===== src/rtl/pipeexe_mc_if.sv =====
// rtl/pipeexe_mc_if.sv - ID-to-execute handshake and EX/MEM result bundle
interface pipeexe_mc_if #(
    parameter int WIDTH = 32,
    parameter int RN_W  = 5
);
    logic             ein_valid;
    logic             ein_ready;
    logic             eflush;
    logic [3:0]       ealuc;
    logic             ealuimm;
    logic             eshift;
    logic             ejal;
    logic             emul;
    logic [WIDTH-1:0] ea;
    logic [WIDTH-1:0] eb;
    logic [WIDTH-1:0] eimm;
    logic [WIDTH-1:0] epc4;
    logic [RN_W-1:0]  ern0;
    logic             eout_valid;
    logic [RN_W-1:0]  ern;
    logic [WIDTH-1:0] ealu;
    logic             ebusy;

    modport master (
        output ein_valid, eflush, ealuc, ealuimm, eshift, ejal, emul,
               ea, eb, eimm, epc4, ern0,
        input  ein_ready, eout_valid, ern, ealu, ebusy
    );

    modport slave (
        input  ein_valid, eflush, ealuc, ealuimm, eshift, ejal, emul,
               ea, eb, eimm, epc4, ern0,
        output ein_ready, eout_valid, ern, ealu, ebusy
    );
endinterface


===== src/rtl/pipeexe_mc.sv =====
// rtl/pipeexe_mc.sv - registered execute stage with ALU, jal link and iterative multiplier
module pipeexe_mc #(
    parameter int WIDTH = 32,
    parameter int RN_W  = 5
) (
    input  logic         clock,
    input  logic         resetn,
    pipeexe_mc_if.slave  ex
);
    localparam int SHW = $clog2(WIDTH);

    typedef enum logic {S_IDLE, S_MUL} state_t;

    state_t           state_q, state_d;
    logic [WIDTH-1:0] acc_q, acc_d;
    logic [WIDTH-1:0] mcand_q, mcand_d;
    logic [WIDTH-1:0] mplier_q, mplier_d;
    logic [WIDTH-1:0] ealu_q, ealu_d;
    logic [SHW-1:0]   cnt_q, cnt_d;
    logic [RN_W-1:0]  dest_q, dest_d;
    logic [RN_W-1:0]  ern_q, ern_d;
    logic             eout_valid_q, eout_valid_d;

    logic [WIDTH-1:0] shamt;
    logic [WIDTH-1:0] alua;
    logic [WIDTH-1:0] alub;
    logic [WIDTH-1:0] alu_res;
    logic [WIDTH-1:0] acc_step;
    logic [SHW-1:0]   sh_amt;
    logic [RN_W-1:0]  dest_in;
    logic             accept;

    // Shift amount lives in immediate bits [6 +: SHW]; the shift-then-cast keeps narrow widths in range.
    assign shamt   = {{(WIDTH-SHW){1'b0}}, SHW'(ex.eimm >> 6)};
    assign alua    = ex.eshift  ? shamt   : ex.ea;
    assign alub    = ex.ealuimm ? ex.eimm : ex.eb;
    assign sh_amt  = alua[SHW-1:0];
    assign dest_in = ex.ejal ? {RN_W{1'b1}} : ex.ern0;
    assign accept  = ex.ein_valid & (state_q == S_IDLE) & ~ex.eflush;
    assign acc_step = mplier_q[0] ? acc_q + mcand_q : acc_q;

    always_comb begin
        alu_res = '0;
        casez (ex.ealuc)
            4'b?000: alu_res = alua + alub;
            4'b?100: alu_res = alua - alub;
            4'b?001: alu_res = alua & alub;
            4'b?101: alu_res = alua | alub;
            4'b?010: alu_res = alua ^ alub;
            4'b?110: alu_res = alub << (WIDTH / 2);
            4'b0011: alu_res = alub << sh_amt;
            4'b0111: alu_res = alub >> sh_amt;
            4'b1111: alu_res = $unsigned($signed(alub) >>> sh_amt);
            default: alu_res = '0;
        endcase
    end

    always_ff @(posedge clock or negedge resetn) begin
        if (!resetn) begin
            state_q <= S_IDLE;
        end else begin
            state_q <= state_d;
        end
    end

    always_comb begin
        state_d = state_q;
        if (ex.eflush) begin
            state_d = S_IDLE;
        end else begin
            case (state_q)
                S_IDLE:  if (accept && ex.emul && !ex.ejal) state_d = S_MUL;
                S_MUL:   if (cnt_q == '0) state_d = S_IDLE;
                default: state_d = S_IDLE;
            endcase
        end
    end

    always_comb begin
        ex.ein_ready  = (state_q == S_IDLE);
        ex.ebusy      = (state_q == S_MUL);
        ex.eout_valid = eout_valid_q;
        ex.ealu       = ealu_q;
        ex.ern        = ern_q;
    end

    // Flush leaves ealu/ern untouched; only the valid pulse and the multiply are cancelled.
    always_comb begin
        acc_d        = acc_q;
        mcand_d      = mcand_q;
        mplier_d     = mplier_q;
        cnt_d        = cnt_q;
        dest_d       = dest_q;
        ealu_d       = ealu_q;
        ern_d        = ern_q;
        eout_valid_d = 1'b0;
        if (!ex.eflush) begin
            case (state_q)
                S_IDLE: begin
                    if (accept) begin
                        if (ex.ejal) begin
                            ealu_d       = ex.epc4 + WIDTH'(4);
                            ern_d        = dest_in;
                            eout_valid_d = 1'b1;
                        end else if (ex.emul) begin
                            acc_d    = '0;
                            mcand_d  = alua;
                            mplier_d = alub;
                            cnt_d    = SHW'(WIDTH - 1);
                            dest_d   = dest_in;
                        end else begin
                            ealu_d       = alu_res;
                            ern_d        = dest_in;
                            eout_valid_d = 1'b1;
                        end
                    end
                end
                S_MUL: begin
                    acc_d    = acc_step;
                    mcand_d  = mcand_q << 1;
                    mplier_d = mplier_q >> 1;
                    cnt_d    = cnt_q - 1'b1;
                    if (cnt_q == '0) begin
                        ealu_d       = acc_step;
                        ern_d        = dest_q;
                        eout_valid_d = 1'b1;
                    end
                end
                default: ;
            endcase
        end
    end

    always_ff @(posedge clock or negedge resetn) begin
        if (!resetn) begin
            acc_q        <= '0;
            mcand_q      <= '0;
            mplier_q     <= '0;
            cnt_q        <= '0;
            dest_q       <= '0;
            ealu_q       <= '0;
            ern_q        <= '0;
            eout_valid_q <= 1'b0;
        end else begin
            acc_q        <= acc_d;
            mcand_q      <= mcand_d;
            mplier_q     <= mplier_d;
            cnt_q        <= cnt_d;
            dest_q       <= dest_d;
            ealu_q       <= ealu_d;
            ern_q        <= ern_d;
            eout_valid_q <= eout_valid_d;
        end
    end
endmodule


===== src/flat_wrapper.sv =====
// flat-port wrapper written by rule: the top's interface ports become plain ports
module pipeexe_mc_flat 
#(
    parameter int WIDTH = 32,
    parameter int RN_W  = 5
)
  (clock, resetn, ex_ein_valid, ex_eflush, ex_ealuc, ex_ealuimm, ex_eshift, ex_ejal, ex_emul, ex_ea, ex_eb, ex_eimm, ex_epc4, ex_ern0, ex_ein_ready, ex_eout_valid, ex_ern, ex_ealu, ex_ebusy);
  pipeexe_mc_if #(.WIDTH(WIDTH), .RN_W(RN_W)) ex_i ();
  input  logic clock;
  input  logic resetn;
  input wire logic [$bits(ex_i.ein_valid)-1:0] ex_ein_valid;
  input wire logic [$bits(ex_i.eflush)-1:0] ex_eflush;
  input wire logic [$bits(ex_i.ealuc)-1:0] ex_ealuc;
  input wire logic [$bits(ex_i.ealuimm)-1:0] ex_ealuimm;
  input wire logic [$bits(ex_i.eshift)-1:0] ex_eshift;
  input wire logic [$bits(ex_i.ejal)-1:0] ex_ejal;
  input wire logic [$bits(ex_i.emul)-1:0] ex_emul;
  input wire logic [$bits(ex_i.ea)-1:0] ex_ea;
  input wire logic [$bits(ex_i.eb)-1:0] ex_eb;
  input wire logic [$bits(ex_i.eimm)-1:0] ex_eimm;
  input wire logic [$bits(ex_i.epc4)-1:0] ex_epc4;
  input wire logic [$bits(ex_i.ern0)-1:0] ex_ern0;
  output wire logic [$bits(ex_i.ein_ready)-1:0] ex_ein_ready;
  output wire logic [$bits(ex_i.eout_valid)-1:0] ex_eout_valid;
  output wire logic [$bits(ex_i.ern)-1:0] ex_ern;
  output wire logic [$bits(ex_i.ealu)-1:0] ex_ealu;
  output wire logic [$bits(ex_i.ebusy)-1:0] ex_ebusy;
  assign ex_i.ein_valid = ex_ein_valid;
  assign ex_i.eflush = ex_eflush;
  assign ex_i.ealuc = ex_ealuc;
  assign ex_i.ealuimm = ex_ealuimm;
  assign ex_i.eshift = ex_eshift;
  assign ex_i.ejal = ex_ejal;
  assign ex_i.emul = ex_emul;
  assign ex_i.ea = ex_ea;
  assign ex_i.eb = ex_eb;
  assign ex_i.eimm = ex_eimm;
  assign ex_i.epc4 = ex_epc4;
  assign ex_i.ern0 = ex_ern0;
  assign ex_ein_ready = ex_i.ein_ready;
  assign ex_eout_valid = ex_i.eout_valid;
  assign ex_ern = ex_i.ern;
  assign ex_ealu = ex_i.ealu;
  assign ex_ebusy = ex_i.ebusy;
  pipeexe_mc #(.WIDTH(WIDTH), .RN_W(RN_W)) u_core (.clock(clock), .resetn(resetn), .ex(ex_i));
endmodule

===== config.mk =====
export PLATFORM = sky130hd
export DESIGN_NAME = pipeexe_mc_flat
export DESIGN_NICKNAME = d
export VERILOG_FILES = /design/src/rtl/pipeexe_mc_if.sv /design/src/rtl/pipeexe_mc.sv /design/src/flat_wrapper.sv
export SDC_FILE = /design/constraint.sdc
export NUM_CORES = 1
export LEC_CHECK = 0
export CORE_ASPECT_RATIO = 1.75
export CORE_MARGIN = 8
export CORE_UTILIZATION = 50
export CTS_CLUSTER_DIAMETER = 200
export CTS_CLUSTER_SIZE = 14
export DETAILED_ROUTE_END_ITERATION = 8
export PLACE_DENSITY = 0.74
export SLEW_MARGIN = 20
export SYNTH_ARGS = -nofsm -noshare
export SYNTH_HDL_FRONTEND = slang
export SYNTH_SLANG_ARGS = --single-unit

===== constraint.sdc =====
create_clock -name clock -period 2.9 [get_ports clock]
set_clock_uncertainty 0.1 [all_clocks]
set_input_delay 0.58 -clock clock [delete_from_list [all_inputs] [get_ports clock]]
set_output_delay 0.58 -clock clock [all_outputs]
set_load 0.01 [all_outputs]

==> metrics, run 1 <==
cell area after synthesis 18200 µm²; top-area cell type share of the netlist area 0.199; hold_buf cts 0; Syn Nets 2671; fraction of registers with async set/reset 1.00; area leader, netlist dfrtp_1; global-route wire length before repair 172 mm; Synth area leaders dfrtp_1 20%, mux2i_1 9.0%, ha_1 8.9%, a21oi_1 6.2%, nand2_1 5.9%; Mean Syn Cell Area 7.62 µm²; hpwl dp 82.2 mm; gr usage total 0.533; Yosys cell types 90; clk buf depth 2; Cells after Synth 2394; Initial Utilization 0.506; PortBufs 184; outcome aborted with a tool error; H-Tree Depth 4; Die W 160 µm; io pins 185; yosys warns 0; Setup Slack @ Placement -2.23 ns; clock sink count 145; Primary FF master, synth dfrtp_1; Exit stage global routing; DP Area 25800 µm²; Root Buffer clkbuf_16; routability cong. 1.31; CTS Buf Count 17; sequential element share of the synthesized area 0.199; largest net degree at the start of global routing 102; EDFF count, synth 0; Tool Error [ERROR GRT-0116] Global routing finished with congestion. Check the congestion regions in the DRC Viewer.; Die Y 269 µm; post-synthesis register bit count 145; Overflow after GRT 1; vias in the first global route 26.2k; Rows 92
## Yosys cell counts (10+ instances only)
master	number
o21ai_0	190
inv_2	17
dfrtp_1	145
ha_1	130
mux2i_4	20
a21oi_1	225
mux2i_1	164
mux2_2	36
nor3_1	42
a22oi_1	10
inv_1	72
and2_1	14
buf_1	21
nand3_1	39
a31oi_1	31
a21o_1	29
and3_1	17
nor4_1	11
o221ai_1	21
a221oi_1	19
a211oi_1	40
nand2b_1	39
o21ai_1	11
o2111ai_1	10
clkbuf_1	111
o31ai_1	14
nand4_1	18
o211ai_1	21
xnor2_1	75
nand2_1	286
buf_2	20
xor2_1	28
nor2b_1	16
nor2_1	247
a221o_1	10
or3_1	18
o22ai_1	17
## per-layer routing
metal	global-route usage	overflow
met1	0.521	0
met2	0.801	0
met3	0.246	0
met4	0.565	1
met5	0.0182	0
## through the flow
stage / TNS [ns] / std cells
after CTS: -31.51 / 3689
after detailed placement: -58.59 / 3595
after global placement: -55.54 / 3595
after floorplan: -39.00 / 2394
## logic make-up after synthesis
group,Yosys count,share of synthesized area
AND/OR/NAND/NOR,779,0.193
AO/OA/AOI/OAI,744,0.258
buffers and inverters,257,0.0602
multiplexers,234,0.150
flip-flops,145,0.199
adder cells (fa/ha/maj),132,0.0914
XOR/XNOR,103,0.0495
## timing repair
item	CTS
gates resized for setup	305
hold endpoints to repair	0
setup buffers	61
pin swaps	140
gates cloned	2
setup endpoints to repair	48
==> inputs of run 2 (changes only) <==
--- a/config.mk
+++ b/config.mk
@@ -5,13 +5,10 @@
 export SDC_FILE = /design/constraint.sdc
 export NUM_CORES = 1
 export LEC_CHECK = 0
-export CORE_ASPECT_RATIO = 1.75
 export CORE_MARGIN = 8
-export CORE_UTILIZATION = 50
-export CTS_CLUSTER_DIAMETER = 200
-export CTS_CLUSTER_SIZE = 14
+export CORE_UTILIZATION = 35
 export DETAILED_ROUTE_END_ITERATION = 8
-export PLACE_DENSITY = 0.74
+export PLACE_DENSITY_LB_ADDON = 0.15
 export SLEW_MARGIN = 20
 export SYNTH_ARGS = -nofsm -noshare
 export SYNTH_HDL_FRONTEND = slang
==> constraint.sdc (replaced) <==
create_clock -name clock -period 3.8 [get_ports clock]
set_clock_uncertainty 0.1 [all_clocks]
set_input_delay 0.76 -clock clock [delete_from_list [all_inputs] [get_ports clock]]
set_output_delay 0.76 -clock clock [all_outputs]
set_load 0.01 [all_outputs]
==> metrics, run 2 <==
Rows 83 (was 92); kind of critical path in -> reg; core area 51400 µm²; Final WS setup -0.705 ns; io pins 185 (unchanged); Max-Cap Viols 0; Max Transition Viols Final 0; DP Area 24300 µm² (was 25800 µm²); wirelength, routed 101 mm; post-synthesis register bit count 145 (unchanged); TritonCTS clock tree done; drt pass-1 iters 5; Die Area 59700 µm²; wire length on met1 43.1 mm; Die Y 244 µm (was 269 µm); initial antenna violation count 1; f_max 222 MHz; vias in the first global route 21.1k; worst hold path type in -> async; fin nets 3269; commonest cells after routing, fill and taps aside 514 x buf_4, 276 x nand2_1, 238 x nor2_1, 198 x a21oi_1, 167 x o21ai_0; H-Tree Depth 4 (unchanged); Mean Syn Cell Area 7.62 µm² (unchanged); largest net degree at the start of global routing 150; vias 21.5k; Slew headroom 0.276; Overflow after GRT 0; Worst setup SP type primary input; Reg-to-Reg End u_core.ex.ealu[27]; total design power 8.88 mW; cell area after synthesis 18200 µm² (unchanged); n_diodes 0; critical path arrival 4.76 ns; Setup Viol. Count Final 23; clock sink count 145 (unchanged); Die W 244 µm (was 160 µm); RSZ-0062 raised after global routing true; fin area 26800 µm²; Root Buffer clkbuf_16 (unchanged); Routed Antenna Nets 0; met3 WL 6.66 mm; commonest non-fill, non-tap cell in the layout buf_4; Yosys cell types 90 (unchanged); Crit path required time 4.06 ns; worst reg-to-reg setup slack -0.02 ns; DRT iter0 DRCs 1901; Synth area leaders dfrtp_1 20%, mux2i_1 9.0%, ha_1 8.9%, a21oi_1 6.2%, nand2_1 5.9% (unchanged); reg-to-reg critical path startpoint u_core.mcand_q[1]; fraction of registers with async set/reset 1.00 (unchanged); clk buf depth 2 (unchanged); Primary FF master, synth dfrtp_1 (unchanged); final hold vios 0; outcome complete, but fails checks (was aborted with a tool error); Commonest cells post-synth 286 x nand2_1, 247 x nor2_1, 225 x a21oi_1 (unchanged); Tcrit/Tclk final 1.19; DRC 0; hpwl dp 81.2 mm (was 82.2 mm); failing checks setup timing; PD cells 332 nW/µm²; CTS Buf Count 17 (unchanged); yosys warns 0 (unchanged); Syn Nets 2671 (unchanged); Tmin final 4.51 ns; count leader, synth nand2_1 (unchanged); Hold WS 0.175 ns; Tightest Pin Transition 1.08 ns; Worst setup EP type flop; sequential element share of the synthesized area 0.199 (unchanged); drt wl/cell 27.5 µm; global-route wire length before repair 145 mm; synth-to-layout area growth 46.7%; leakage 12.1 nW; Max Used Layer met5; critical path fanouts, max 4; Initial Utilization 0.355 (was 0.506); routability cong. 1.00 (was 1.31); fraction of layout instances using a drive strength above 1 0.299; Worst-path clk slew 0.07 ns; Max VDD drop 0.322 mV; area leader, netlist dfrtp_1 (unchanged); fill count 4930; gr usage total 0.328; EDFF count, synth 0 (unchanged); top-area cell type share of the netlist area 0.199 (unchanged); PortBufs 184 (unchanged); Vias per Instance 5.83; worst reg2reg path depth 11; Cells after Synth 2394 (unchanged); DR WL met2 46.6 mm; worst skew pair latency 0.50 ns
-- run 2: stage by stage --
stage | worst slack [ns] | util | std cells | setup TNS, ns
after floorplan | -1.20 | - | 2394 | -19.33
after global placement | -1.72 | 0.474 | 3590 | -35.68
after detailed placement | -1.77 | 0.474 | 3590 | -36.97
after CTS | -0.755 | 0.507 | 3667 | -11.27
after global routing | -0.833 | 0.521 | 3685 | -14.48
final | -0.705 | 0.521 | 3685 | -11.78
-- run 2: where the power goes --
part	internal [mW]	total, mW	switching (mW)
registers	1.83	2.11	0.272
logic	2.20	4.90	2.70
clock network	0.950	1.88	0.927
total	4.99	8.88	3.89
-- run 2: cell type report --
type,count,area [µm²],area share
clock buffer,17,425,0.0159
inverter,91,347,0.0129
tap,680,851,0.0318
multi-input combinational,1992,14900,0.558
clock inverter,15,195,0.00729
timing repair buffer,745,6370,0.238
sequential,145,3630,0.136
-- run 2: how the worst max path moves through the flow --
stage | start | end | slack, ns
after floorplan | ex_ealuimm | u_core.ex.ealu[30] | -1.20
after global placement | ex_eb[1] | u_core.ex.ealu[27] | -1.72
after detailed placement | ex_eimm[0] | u_core.ex.ealu[27] | -1.77
after CTS | ex_ealuimm | u_core.ex.ealu[29] | -0.76
after global routing | ex_eb[4] | u_core.ex.ealu[25] | -0.83
final | ex_eimm[2] | u_core.ex.ealu[25] | -0.71
-- run 2: kinds of logic after synthesis --
family	count (synthesis)	share of synthesized area
AO/OA/AOI/OAI	744	0.258
AND/OR/NAND/NOR	779	0.193
buffers and inverters	257	0.0602
multiplexers	234	0.150
flip-flops	145	0.199
XOR/XNOR	103	0.0495
adder cells (fa/ha/maj)	132	0.0914
-- run 2: repair_timing --
| item | in CTS | in global routing |
|---|---|---|
| setup endpoints to repair | 30 | 32 |
| hold buffers | 0 | 0 |
| gates resized for setup | 190 | 112 |
| pin swaps | 112 | 105 |
| hold endpoints to repair | 0 | 0 |
| buffers inserted | 48 | 32 |
-- run 2: per-layer routing --
| layer | global-route usage | up-vias |
|---|---|---|
| li1 | - | 9928 |
| met2 | 0.536 | 943 |
| met3 | 0.0535 | 201 |
| met5 | 0 | - |
| met1 | 0.424 | 10400 |
| met4 | 0.142 | 2 |
-- run 2: critical path, stage by stage --
cell	delay (ns)
clkdlybuf4s15_1	0.27
nor3b_2	0.24
o21ai_2	0.10
or3_4	0.35
or3_4	0.39
buf_4	0.16
o21ai_2	0.12
xnor2_1	0.08
ha_2	0.38
nand4_1	0.20
a2111oi_4	0.28
nor4_2	0.06
buf_4	0.16
o311ai_4	0.34
buf_6	0.17
buf_6	0.10
mux2i_4	0.23
nand4_1	0.14
o21ai_1	0.11
a31oi_1	0.09
No activity file was read; power rests on OpenSTA's default activity.
